==> config.mk <==
export PLATFORM = sky130hd
export DESIGN_NAME = prog_conn_box
export DESIGN_NICKNAME = d
export VERILOG_FILES = /design/src/rtl/prog_cfg_pkg.sv /design/src/rtl/prog_mux_cell.sv /design/src/rtl/prog_conn_box.sv
export SDC_FILE = /design/constraint.sdc
export NUM_CORES = 1
export LEC_CHECK = 0
export ABC_AREA = 0
export BUFFER_PORTS_ARGS = -buffer_cell sky130_fd_sc_hd__buf_2
export CAP_MARGIN = 5
export CORE_MARGIN = 2
export CORE_UTILIZATION = 61
export DETAILED_ROUTE_END_ITERATION = 8
export PLACE_DENSITY = 0.79
export SYNTH_ARGS = -nofsm -noshare
export SYNTH_HDL_FRONTEND = slang
export SYNTH_SLANG_ARGS = --single-unit
==> constraint.sdc <==
create_clock -name prog_clk -period 2.05 [get_ports prog_clk]
set_clock_uncertainty 0.05 [all_clocks]
set_input_delay 0.1025 -clock prog_clk [delete_from_list [all_inputs] [get_ports prog_clk]]
set_output_delay 0.1025 -clock prog_clk [all_outputs]
set_load 0.05 [all_outputs]
==> src/rtl/prog_cfg_pkg.sv <==
// Shared configuration helpers for the programmable connection box.
// Select-field width, frame length and the disabled-select encoding live here.
package prog_cfg_pkg;

    // Width needed to encode 'value' distinct codes (ceil(log2(value))).
    function automatic int clog2(input int value);
        int result;
        result = 0;
        for (int i = 0; i < 31; i++) begin
            if ((1 << i) < value) begin
                result = i + 1;
            end
        end
        return result;
    endfunction

    // One extra code beyond the track count is reserved for "output disabled".
    function automatic int sel_width(input int inputs);
        return clog2(inputs + 1);
    endfunction

    function automatic int frame_len(input int outputs, input int inputs);
        return outputs * sel_width(inputs);
    endfunction

    // Canonical disabled-select code; any select >= INPUTS also disables.
    function automatic int sel_disabled(input int inputs);
        return inputs;
    endfunction

    typedef enum logic [1:0] {
        CMT_NONE   = 2'd0,
        CMT_ACCEPT = 2'd1,
        CMT_REJECT = 2'd2
    } commit_e;

endpackage

==> src/rtl/prog_mux_cell.sv <==
// One routed output: selects a track by its configured select field, or drives 0
// when the select is out of range or the configuration is not yet valid.
module prog_mux_cell
    import prog_cfg_pkg::*;
#(
    parameter int INPUTS = 16,
    parameter int SEL_W  = 5
) (
    input  logic [INPUTS-1:0] in,
    input  logic [SEL_W-1:0]  sel,
    input  logic              en,
    output logic              out
);

    localparam int EXT_W = 1 << SEL_W;
    localparam logic [SEL_W-1:0] SEL_OFF = SEL_W'(sel_disabled(INPUTS));

    // Zero-padding the tracks to the full select range keeps every index legal.
    logic [EXT_W-1:0] in_ext;
    logic             sel_hit;

    assign in_ext  = {{(EXT_W - INPUTS){1'b0}}, in};
    assign sel_hit = (sel < SEL_OFF);
    assign out     = en & sel_hit & in_ext[sel];

endmodule

==> src/rtl/prog_conn_box.sv <==
// Programmable connection box: serial configuration chain with a shadow/active
// double buffer, frame-length checked commit, and per-output track selection.
module prog_conn_box
    import prog_cfg_pkg::*;
#(
    parameter int INPUTS  = 16,
    parameter int OUTPUTS = 20
) (
    input  logic               prog_clk,
    input  logic               prog_rst_n,
    input  logic               prog_en,
    input  logic               prog_in,
    input  logic               prog_commit,
    input  logic [INPUTS-1:0]  in,
    output logic               prog_out,
    output logic [OUTPUTS-1:0] out,
    output logic               cfg_valid,
    output logic               cfg_err
);

    localparam int SEL_W = sel_width(INPUTS);
    localparam int FRAME = frame_len(OUTPUTS, INPUTS);
    localparam int CNT_W = clog2(FRAME + 2);

    localparam logic [CNT_W-1:0] CNT_FULL = CNT_W'(FRAME);
    localparam logic [CNT_W-1:0] CNT_SAT  = CNT_W'(FRAME + 1);
    localparam logic [CNT_W-1:0] CNT_ONE  = CNT_W'(1);

    logic [FRAME-1:0] shadow_q, shadow_d;
    logic [FRAME-1:0] active_q, active_d;
    logic [CNT_W-1:0] cnt_q,    cnt_d;
    logic             valid_q,  valid_d;
    logic             err_q,    err_d;
    commit_e          commit_kind;

    // Classify the commit request; a commit racing a shift is always rejected.
    always_comb begin
        commit_kind = CMT_NONE;
        if (prog_commit) begin
            if (!prog_en && (cnt_q == CNT_FULL)) begin
                commit_kind = CMT_ACCEPT;
            end else begin
                commit_kind = CMT_REJECT;
            end
        end
    end

    // NOTE: every always_comb target gets a default first so no path leaves it unassigned (no latch).
    always_comb begin
        shadow_d = shadow_q;
        active_d = active_q;
        cnt_d    = cnt_q;
        valid_d  = valid_q;
        err_d    = err_q;

        if (prog_en) begin
            shadow_d = {shadow_q[FRAME-2:0], prog_in};
            if (cnt_q != CNT_SAT) begin
                cnt_d = cnt_q + CNT_ONE;
            end
        end

        case (commit_kind)
            CMT_ACCEPT: begin
                active_d = shadow_q;
                valid_d  = 1'b1;
                err_d    = 1'b0;
                cnt_d    = '0;
            end
            CMT_REJECT: begin
                err_d = 1'b1;
                // The coincident shift is the first bit of the next frame.
                cnt_d = prog_en ? CNT_ONE : '0;
            end
            default: ;
        endcase
    end

    // NOTE: the configuration registers are plain flops, so they take the async reset like any other state.
    // NOTE: state is updated with non-blocking assignments so all flops see pre-edge values.
    always_ff @(posedge prog_clk or negedge prog_rst_n) begin
        if (!prog_rst_n) begin
            shadow_q <= '0;
            active_q <= '0;
            cnt_q    <= '0;
            valid_q  <= 1'b0;
            err_q    <= 1'b0;
        end else begin
            shadow_q <= shadow_d;
            active_q <= active_d;
            cnt_q    <= cnt_d;
            valid_q  <= valid_d;
            err_q    <= err_d;
        end
    end

    assign prog_out  = shadow_q[FRAME-1];
    assign cfg_valid = valid_q;
    assign cfg_err   = err_q;

    for (genvar k = 0; k < OUTPUTS; k++) begin : g_out
        prog_mux_cell #(
            .INPUTS (INPUTS),
            .SEL_W  (SEL_W)
        ) u_cell (
            .in  (in),
            .sel (active_q[k*SEL_W +: SEL_W]),
            .en  (valid_q),
            .out (out[k])
        );
    end

endmodule

Yosys cells after proc, flatten, opt, wreduce, memory -nomap -nowiden

Cells that the tools add are included.

Output and inout port bits: 23
Register bits after elaboration: 209
Logic and storage cells: 143
Bits of input ports: 21

Bitwise operators: 40
Add/sub/neg operators: 1
Reduce and logical (&&, ||, !) cells: 6
Equal/unequal tests: 4
Magnitude comparators: 40
Mux-type cells: 47

Operator list:

| kind                                                                  | count |
|---|---|
| 5-bit by 6-bit < comparator with 1-bit output (second input constant) | 20 |
| 1-bit binary-select mux with 5-bit select                             | 20 |
| 5-bit < comparator (second input constant)                            | 20 |
| 1-bit AND                                                             | 40 |
| 1-bit 2-to-1 mux                                                      | 21 |
| 7-bit 2-to-1 mux                                                      | 2 |
| 7-bit one-hot mux with 2 select lines                                 | 1 |
| 7-bit by 1-bit adder with 7-bit output (second input constant)        | 1 |
| 7-bit == test (second input constant)                                 | 1 |
| 7-bit != test (second input constant)                                 | 1 |
| 3-bit nonzero test                                                    | 2 |
| 2-bit 2-to-1 mux                                                      | 2 |
| 2-bit by 1-bit == test with 1-bit output (second input constant)      | 1 |
| 2-bit == test (second input constant)                                 | 1 |
| 1-bit one-hot mux with 2 select lines                                 | 1 |
| 2-bit AND reduction                                                   | 1 |
| 2-bit nonzero test                                                    | 1 |
| 1-bit logical AND                                                     | 1 |
| 1-bit zero test                                                       | 1 |

Longest topological paths before layout

Gate-level depths: netlist (run 1).

Word-level depth: 7
Mapped depth: 7

By module

Synthesis (run 1) repeated with hierarchy kept, for this count alone.

Cells, all modules: 754
Area total of the unflattened synthesis: 11,212.0 sq um

By module, submodules not included:

| module        | seq. area each (sq um) | instances | area each (sq um) | cells each |
|---|---|---|---|---|
| prog_conn_box | 5,230.0                | 1         | 8,234.1           | 474 |
| prog_mux_cell | 0.0                    | 20        | 148.9             | 14 |

Worst setup path before layout (run 1)

OpenSTA, ideal clock, no wires.

Kind: register -> output
Start: register active_q[75]
End: output port out[15]
Slack: 318 ps
Arrival: 1,580 ps
Cell stages (with the launch flop): 7
Cells stage by stage: dfrtp_1 > buf_4 > mux2_2 > nor3b_1 > or4_1 > a21oi_1 > buf_4

Word-level cells in the longest chain between the ends: 3
Elaborated cells on any way between the ends: 5
Classes of those cells: order compare (1); mux (2); bitwise (2)

Ends and longest elaborated chain:

| item                                                                                   | RTL line                                 | source |
|---|---|---|
| from (decl)                                                                            | prog_conn_box.sv:30                      | `logic [FRAME-1:0] active_q, active_d;` |
| from (signal assigned)                                                                 | prog_conn_box.sv:90                      | `active_q <= active_d;` |
| 1-bit binary-select mux with 5-bit select / 5-bit < comparator (equally long branches) | prog_mux_cell.sv:24, prog_mux_cell.sv:23 |  |
| 1-bit 2-to-1 mux (not written as such) / 1-bit AND (equally long branches)             | prog_mux_cell.sv:24                      | `assign out = en & sel_hit & in_ext[sel];` |
| 1-bit AND *                                                                            | prog_mux_cell.sv:24                      |  |
| to (decl)                                                                              | prog_conn_box.sv:16                      | `output logic [OUTPUTS-1:0] out,` |

Mark *: on every way between the ends. The rest lies on a longest branch, timed or not. The select of a mux whose other input is x is not followed.

Worst setup path after layout (run 1)

Start: register active_q[90]
End: output port out[18]

The elaborated chain is that of the path after synthesis.

==> impl_metrics.csv, run 1 <==
group,metric,value,unit
run_status,status,"complete, but fails checks",
run_status,violations,"setup timing",
worst_setup_path,reg2regPathDepth,5,
sta,finalCriticalPeriod,2.32,ns
sta,setup_tns,-1.73,ns
finish,final_cell_mix,"dfrtp_1 (190), mux2_2 (126), mux2_4 (80)",
worst_setup_path,startpoint_type,"flip-flop",
sta,whs,0.111,ns
yosys,ys_seq_elements,209,
placed_design,io_buffers,43,
global_route,grt_pass1_vias,7904,
detailed_routing,post_drt_wl_per_cell,23.1,um
detailed_routing,via_per_inst,6.52,
worst_setup_path,cpPeakStageDelay,0.46,ns
worst_setup_path,path_class,"reg2out",
detailed_routing,dr.first_iter.drc_count,487,
pwr,total_power,9.63,mW
placed_design,post-place-ws,0.106,ns
yosys,netlist_instances,842,
sta,maxSlewHeadroom,46.7,%
finish,postLayoutCellArea,13100,um2
clocking,clk_pin_slew,0.06,ns
clocking,cts_tree,"done",
finish,instances_no_fill,1126,
worst_setup_path,crit_chain,"mux4_2, nor2b_1, or4_1, a21oi_2, buf_6",
worst_setup_path,worstReg2RegStart,"cnt_q[4]",
pwr,vdd_drop_max,0.595,mV
sta,setup-violations-final,18,
global_route,antenna_found_initial,0,
finish,num_antenna_cells,0,
yosys,synth_nets,866,
finish,fin_util,72.1,%
worst_setup_path,ff2ff_setup_slack,0.15,ns
finish,drive_above_1_share,50.2,%
hold_path,hp-class,"in2async",
finish,fin_nets,904,
pwr,p_leak,5.90,nW
worst_setup_path,slowest_stage,"dfrtp_2",
sta,maxSlewViolCount,0,
clocking,cts_buffer_depth,3,
clocking,cts_buffers,23,
worst_setup_path,crit_required,1.90,ns
die,dieArea,19800,um2
die,die_w,141,um
detailed_routing,drcViolationCount,0,
detailed_routing,first_pass_iters,5,
clocking,h-tree-depth,1,
finish,area_growth,15.0,%
worst_setup_path,cp_max_fo,6,
finish,fillers,1118,
yosys,async_flop_share,100,%
yosys,yosysSeqAreaShare,46.0,%
yosys,syn_avg_cell_area,13.5,um2
global_route,grt_start_max_net_pins,77,
global_route,grt_pass1_wl,41900,um
die,core-area,18100,um2
placed_design,dp.cells,1047,
yosys,synth_edf_count,0,
worst_setup_path,crit_path_end_kind,"output port",
yosys,synth_flop_cell,"dfrtp_1",
detailed_routing,drt-total-wl,26000,um
sta,post-route-period-util,113,%
worst_setup_path,r2r_end,"active_q[41]",
job,drv_cap,0,
placed_design,dpl.hpwl,15400,um
clocking,clk_latency,0.51,ns
sta,worstMarginPinSlew,0.800,ns
placed_design,dpl_cell_area,11600,um2
finish,multiInputGateArea,5790,um2
clocking,cts-root-buf,"clkbuf_16",
yosys,syn-cell-area,11400,um2
yosys,yosys_warnings,0,
detailed_routing,ant_nets,0,
clocking,cts_sinks,209,
finish,final_common_cell,"dfrtp_1",
worst_setup_path,worst_ep_arrival_time,2.17,ns
yosys,yosysUniqueCellTypes,40,
finish,regArea,5250,um2
sta,rsz0062_at_grt,"true",
sta,max_freq,0.430,GHz
pwr,p_per_area,735,nW/um2
die,ioPinCount,44,
sta,setup_slack,-0.273,ns
sta,hold_viol_final,0,
placed_design,gp_congestion,0.845,
die,fp.dieH,141,um
die,start_util,62.7,%
detailed_routing,vias,7341,
global_route,grt_util_all_layers,26.8,%
die,row_count,49,
global_route,grt-ovfl-total,0,
-- registers in the layout, summed over array words and instances (netlist names) --
name and cells:
active_q 100, shadow_q 100, cfg_valid 1, cfg_err 1, cnt_q 7
-- synthesized netlist by cell type, types with 10 or more instances --
cell type / number / area, um2
a21oi_1: 24 / 120
o211ai_1: 15 / 113
a31oi_1: 15 / 93.8
buf_2: 29 / 145
nand2b_1: 22 / 138
nand3b_1: 10 / 75.1
mux2_4: 78 / 1170
nand2_1: 18 / 67.6
dfrtp_1: 209 / 5230
buf_4: 25 / 188
mux2i_1: 70 / 701
clkbuf_1: 27 / 101
a2bb2oi_1: 12 / 105
nor2b_1: 20 / 125
nand3_1: 31 / 155
mux4_2: 40 / 901
mux2_2: 128 / 1440
-- report_power, final --
| group | switching [mW] | internal (mW) |
|---|---|---|
| Combinational | 0.410 | 0.399 |
| Sequential | 0.200 | 4.38 |
| Clock | 1.64 | 2.60 |
| Total | 2.25 | 7.38 |
-- cell type report --
type	count	share of cell area, %
clock buffers	34	5.02
clock inverters	8	0.937
inverters	5	0.143
multi-input cells	530	44.3
flip-flops and latches	209	40.1
well taps	229	2.19
repair buffers	111	7.32
-- cells by family (layout without fill, tap and decap cells) --
logic type / count (synthesis) / in the layout / share of synthesized area [%]
mux: 316 / 316 / 37.0
simple gates: 123 / 123 / 6.26
compound gates: 87 / 87 / 5.29
xor+xnor: 1 / 1 / 0.0770
fa+ha+maj: 3 / 3 / 0.330
buf+inv: 103 / 158 / 5.07
flops: 209 / 209 / 46.0
-- worst max path at each step --
stage               slack (ns)  endpoint  cells past startpoint          from
floorplan                 0.32   out[15]                      6  active_q[75]
global placement          0.15   out[18]                      5  active_q[90]
detailed placement        0.11   out[18]                      5  active_q[90]
CTS                      -0.25   out[18]                      5  active_q[90]
global route             -0.31   out[18]                      5  active_q[90]
finish                   -0.27   out[18]                      5  active_q[90]
-- metal layers --
metal | vias to the layer above | GRT usage [%] | wire (um)
li1 | 3193 | - | -
met1 | 3717 | 33.8 | 10300
met2 | 329 | 46.5 | 13200
met3 | 102 | 4.52 | 1500
met5 | - | 0 | 0
met4 | 0 | 10.7 | 1040
-- critical path, delay by kind of cell, from the launching register on --
kind / cells / cell delay (ns)
compound gates: 1 / 0.20
buf+inv: 1 / 0.18
flops: 1 / 0.46
mux: 1 / 0.35
simple gates: 2 / 0.47
-- timing repair --
item | CTS | global route
hold buffers | 4 | 0
resized for setup | 89 | 18
pin swaps | 31 | 33
gates cloned | 0 | 0
endpoints found under the setup margin | 20 | 20
setup buffers | 29 | 4
hold endpoints to repair | 80 | 0
Note: power is estimated with default switching activity, not from simulation.
==> run 2, diff against run 1 <==
--- a/config.mk
+++ b/config.mk
@@ -9,9 +9,9 @@
 export BUFFER_PORTS_ARGS = -buffer_cell sky130_fd_sc_hd__buf_2
 export CAP_MARGIN = 5
 export CORE_MARGIN = 2
-export CORE_UTILIZATION = 61
+export CORE_UTILIZATION = 50
 export DETAILED_ROUTE_END_ITERATION = 8
-export PLACE_DENSITY = 0.79
+export PLACE_DENSITY = 0.67
 export SYNTH_ARGS = -nofsm -noshare
 export SYNTH_HDL_FRONTEND = slang
 export SYNTH_SLANG_ARGS = --single-unit
==> impl_metrics.csv, run 2 (synthesis gave the netlist of run 1 again) <==
group,metric,value,unit
run_status,status,"complete, but fails checks",
run_status,violations,"setup timing",
pwr,power.switching,2.29,mW
die,core-area,22500,um2
die,die_w,155,um
finish,fin_nets,927,
detailed_routing,vias,7381,
die,dieArea,24000,um2
global_route,grt_pass1_wl,43600,um
sta,post-route-period-util,112,%
clocking,cts_buffer_depth,3,
worst_setup_path,cp-startpoint,"active_q[90]",
clocking,cts_buffers,24,
worst_setup_path,ff2ff_setup_slack,0.14,ns
finish,largestRegisters,"active_q: 100 flops, shadow_q: 100 flops, cnt_q: 7 flops",
detailed_routing,first_pass_iters,4,
detailed_routing,ant_nets,0,
worst_setup_path,startpoint_type,"flip-flop",
worst_setup_path,worstSetupEndpoint,"out[18]",
clocking,cts-root-buf,"clkbuf_16",
worst_setup_path,r2r_end,"active_q[78]",
pwr,combPwrFrac,8.8,%
worst_setup_path,reg2regPathDepth,6,
die,row_count,55,
clocking,clk_pin_slew,0.06,ns
die,fp.dieH,155,um
sta,finalCriticalPeriod,2.30,ns
worst_setup_path,worst_ep_arrival_time,2.15,ns
sta,setup-violations-final,19,
detailed_routing,dr.first_iter.drc_count,445,
worst_setup_path,path_class,"reg2out",
sta,setup_slack,-0.253,ns
job,drv_cap,0,
placed_design,io_buffers,43,
sta,rsz0062_at_grt,"true",
sta,worstMarginPinSlew,0.489,ns
pwr,pwr-share-clk,42.9,%
placed_design,gp_congestion,0.782,
placed_design,dpl.hpwl,16700,um
pwr,p_per_area,712,nW/um2
detailed_routing,via_per_inst,6.14,
clocking,h-tree-depth,1,
worst_setup_path,crit_required,1.90,ns
clocking,clk_latency,0.52,ns
pwr,power.share.sequential,48.2,%
pwr,p_int,7.20,mW
global_route,grt_start_max_net_pins,75,
hold_path,hp-class,"in2async",
die,start_util,50.6,%
worst_setup_path,worstReg2RegStart,"cnt_q[4]",
sta,maxSlewHeadroom,67.4,%
global_route,grt-ovfl-total,0,
finish,final_cell_mix,"dfrtp_1 (189), mux2_2 (125), mux2_4 (81)",
die,ioPinCount,44,
finish,postLayoutCellArea,13300,um2
finish,drive_above_1_share,51.0,%
detailed_routing,post_drt_wl_per_cell,22.4,um
global_route,antenna_found_initial,0,
detailed_routing,drt-total-wl,26900,um
sta,maxSlewViolCount,0,
worst_setup_path,cp_max_fo,5,
finish,area_growth,17.1,%
finish,fillers,1733,
clocking,cts_tree,"done",
pwr,total_power,9.49,mW
pwr,p_sw_share,24.1,%
placed_design,dpl_cell_area,11900,um2
global_route,grt_util_all_layers,23.2,%
detailed_routing,drcViolationCount,0,
finish,final_common_cell,"dfrtp_1",
sta,hold_viol_final,0,
clocking,cts_sinks,209,
finish,num_antenna_cells,0,
sta,max_freq,0.434,GHz
worst_setup_path,crit_path_end_kind,"output port",
global_route,grt_pass1_vias,7818,
pwr,p_leak,6.02,nW
pwr,vdd_drop_max,0.614,mV
-- run 2: changes by cell type in the layout (fill, tap and decap cells not counted), sizes merged --
cell	delta
buf	+22
clkbuf	+3
bufinv	-3
clkinv	-1
-- run 2: layer usage --
layer | routed length, um | GRT usage [%]
met5 | 0 | 0
met1 | 11500 | 30.9
met2 | 12800 | 38.3
met4 | 1070 | 8.95
met3 | 1590 | 3.76
-- run 2: per-stage QoR --
stage               cells  utilization (%)  hold slack, ns  setup TNS [ns]  worst slack, ns
CTS                  1202             59.0          0.0750           -2.04           -0.260
floorplan             842                -          -0.243               0            0.318
global placement     1113             52.7          0.0448               0            0.144
finish               1203             59.2          0.0588           -1.75           -0.253
global route         1203             59.2           0.103           -3.06           -0.325
detailed placement   1113             52.7          0.0551               0            0.103
-- run 2: worst min path at each step --
stage | cells past startpoint | end | startpoint
finish | 2 | shadow_q[29] | prog_rst_n
global route | 2 | active_q[36] | prog_rst_n
CTS | 2 | active_q[36] | prog_rst_n
detailed placement | 1 | shadow_q[31] | prog_rst_n
global placement | 1 | active_q[34] | prog_rst_n
floorplan | 0 | active_q[0] | prog_rst_n
-- run 2: what timing repair did --
| action | 4_1_cts | 5_1_grt |
|---|---|---|
| cloned | 0 | 0 |
| pin swaps | 31 | 27 |
| setup buffers | 44 | 1 |
| hold buffers | 4 | 0 |
| hold endpoints to repair | 213 | 0 |
| resized for setup | 92 | 11 |
| setup endpoints to repair | 20 | 20 |
-- run 2: area by class of cell --
type	count	area [um2]	share of cell area [%]
clock inverter	4	23.8	0.178
clock buffer	37	721	5.41
sequential	209	5260	39.4
tap	285	357	2.68
multi-input combinational	530	5760	43.2
inverter	5	18.8	0.141
timing repair buffer	133	1190	8.96
-- run 2: power by group through the flow --
stage	Combinational, mW	Sequential (mW)	Clock (mW)
final	0.837	4.57	4.07
after global routing	0.906	4.61	4.30
after global placement	0.781	4.63	0
after floorplan	0.509	4.57	0
after CTS	0.836	4.58	4.16
after detailed placement	0.810	4.65	0
-- run 2: worst max-delay path, stage by stage (launching register included) --
cell     delay, ns
dfrtp_2       0.44
mux4_2        0.35
nor2b_1       0.05
or4_1         0.42
a21oi_2       0.20
buf_6         0.18
==> run 3, diff against run 2 <==
--- a/config.mk
+++ b/config.mk
@@ -9,9 +9,8 @@
 export BUFFER_PORTS_ARGS = -buffer_cell sky130_fd_sc_hd__buf_2
 export CAP_MARGIN = 5
 export CORE_MARGIN = 2
-export CORE_UTILIZATION = 50
+export CORE_UTILIZATION = 48
 export DETAILED_ROUTE_END_ITERATION = 8
-export PLACE_DENSITY = 0.67
 export SYNTH_ARGS = -nofsm -noshare
 export SYNTH_HDL_FRONTEND = slang
 export SYNTH_SLANG_ARGS = --single-unit
==> impl_metrics.csv, run 3 (synthesis gave the netlist of run 1 again) <==
group,metric,value,unit
worst_setup_path,crit_required,1.90,ns
die,die_w,158,um
worst_setup_path,path_class,"reg2out",
die,fp.dieH,158,um
global_route,grt_util_all_layers,21.9,%
worst_setup_path,startpoint_type,"flip-flop",
die,ioPinCount,44,
sta,setup_slack,-0.217,ns
detailed_routing,ant_nets,0,
global_route,grt_start_max_net_pins,67,
die,row_count,56,
finish,area_growth,16.9,%
detailed_routing,highest_layer,"met4",
detailed_routing,dr.first_iter.drc_count,377,
die,dieArea,25000,um2
pwr,p_per_area,720,nW/um2
pwr,vdd_drop_max,0.505,mV
finish,fin_util,56.9,%
finish,fin_nets,928,
sta,maxSlewHeadroom,50.2,%
detailed_routing,vias,7344,
placed_design,dpl_cell_area,11800,um2
pwr,power.share.sequential,47.8,%
detailed_routing,post_drt_wl_per_cell,21.3,um
sta,finalCriticalPeriod,2.27,ns
clocking,h-tree-depth,1,
sta,setup_tns,-1.29,ns
die,start_util,48.6,%
detailed_routing,met3_length,1060,um
detailed_routing,drcViolationCount,0,
detailed_routing,via_per_inst,5.94,
sta,rsz0062_at_grt,"true",
pwr,pwr-share-clk,43.6,%
finish,final_common_cell,"dfrtp_1",
global_route,antenna_found_initial,0,
sta,setup-violations-final,18,
sta,hold_viol_final,0,
pwr,power.switching,2.21,mW
global_route,grt_pass1_vias,7795,
die,core-area,23400,um2
clocking,cts_buffer_depth,3,
placed_design,io_buffers,43,
finish,postLayoutCellArea,13300,um2
pwr,p_sw_share,23.1,%
detailed_routing,drt-met1-wl,11500,um
job,drv_cap,0,
clocking,cts-root-buf,"clkbuf_16",
pwr,p_leak,6.00,nW
finish,drive_above_1_share,51.1,%
detailed_routing,drt-total-wl,26400,um
global_route,grt-ovfl-total,0,
worst_setup_path,cp_max_fo,5,
clocking,cts_sinks,209,
clocking,clk_latency,0.51,ns
detailed_routing,first_pass_iters,5,
clocking,cts_buffers,23,
finish,final_cell_mix,"dfrtp_1 (191), mux2_2 (127), buf_4 (84)",
worst_setup_path,crit_path_end_kind,"output port",
finish,num_antenna_cells,0,
run_status,status,"complete, but fails checks",
placed_design,gp_congestion,0.796,
clocking,clk_pin_slew,0.06,ns
worst_setup_path,worst_ep_arrival_time,2.11,ns
pwr,combPwrFrac,8.5,%
sta,worstMarginPinSlew,0.748,ns
placed_design,dpl.hpwl,16500,um
sta,max_freq,0.441,GHz
finish,largestRegisters,"active_q: 100 flops, shadow_q: 100 flops, cnt_q: 7 flops",
clocking,cts_tree,"done",
detailed_routing,wl_met2,12800,um
hold_path,hp-class,"in2async",
sta,maxSlewViolCount,0,
run_status,violations,"setup timing",
sta,post-route-period-util,111,%
pwr,p_int,7.36,mW
global_route,grt_pass1_wl,42600,um
run 3: changes by cell type in the layout (fill, tap and decap cells not counted), moves of 2 or more:
cell	change
dfrtp_1	+2
buf_12	-8
mux2_2	+2
mux2_4	-2
a2bb2oi_1	-3
a2bb2oi_2	+3
buf_4	+11
clkbuf_16	-2
bufinv_16	+3
clkbuf_1	-3
dfrtp_2	-2
run 3: final cells by class:
class / count / area, um2
inverters: 5 / 18.8
multi-input cells: 530 / 5760
well taps: 319 / 399
clock inverters: 8 / 123
repair buffers: 135 / 1110
clock buffers: 31 / 646
flip-flops and latches: 209 / 5250
fillers: 1918 / 10100
run 3: metal layers:
layer | track usage, % | vias up
met5 | 0 | -
met3 | 3.12 | 72
met2 | 37.2 | 202
met4 | 8.79 | 0
met1 | 28.2 | 3834
li1 | - | 3236
run 3: what timing repair did:
| action | in CTS | in global routing |
|---|---|---|
| pin swaps | 27 | 33 |
| hold endpoints to repair | 68 | 0 |
| hold buffers | 4 | 0 |
| gates resized for setup | 81 | 17 |
| endpoints found under the setup margin | 20 | 20 |
| buffers inserted | 39 | 5 |
run 3: power groups by stage:
stage | clock network (mW) | registers [mW] | logic (mW)
final | 4.18 | 4.58 | 0.818
after floorplan | 0 | 4.57 | 0.509
after global routing | 4.48 | 4.61 | 0.887
after CTS | 4.30 | 4.58 | 0.815
after detailed placement | 0 | 4.65 | 0.796
after global placement | 0 | 4.64 | 0.769
run 3: final timing paths:
path | startpoint | endpoint | slack (ns) | depth (start not counted)
setup reg to reg | cnt_q[4] | active_q[23] | 0.17 | 6
setup / recovery | active_q[90] | out[18] | -0.22 | 5
hold reg to reg | active_q[14] | active_q[14] | 0.45 | 1
max in group asynchronous | prog_rst_n | active_q[60] | 1.14 | 3
min in group prog_clk | prog_in | shadow_q[0] | 0.32 | 3
hold / removal | prog_rst_n | shadow_q[31] | 0.11 | 2
run 3: per-stage QoR:
stage / power (mW) / hold WS [ns] / std cells / setup slack, ns
2_1_floorplan: 5.08 / -0.243 / 842 / 0.318
3_3_place_gp: 5.41 / 0.0926 / 1150 / 0.0947
3_5_place_dp: 5.44 / 0.104 / 1150 / 0.0671
4_1_cts: 9.69 / 0.133 / 1232 / -0.241
5_1_grt: 9.97 / 0.159 / 1237 / -0.286
6_report: 9.58 / 0.110 / 1237 / -0.217
run 3: critical path: stages (launching register included):
cell     delay (ns)
dfrtp_2        0.43
mux4_2         0.35
nor2b_1        0.05
or4_1          0.41
a21oi_2        0.19
buf_6          0.18
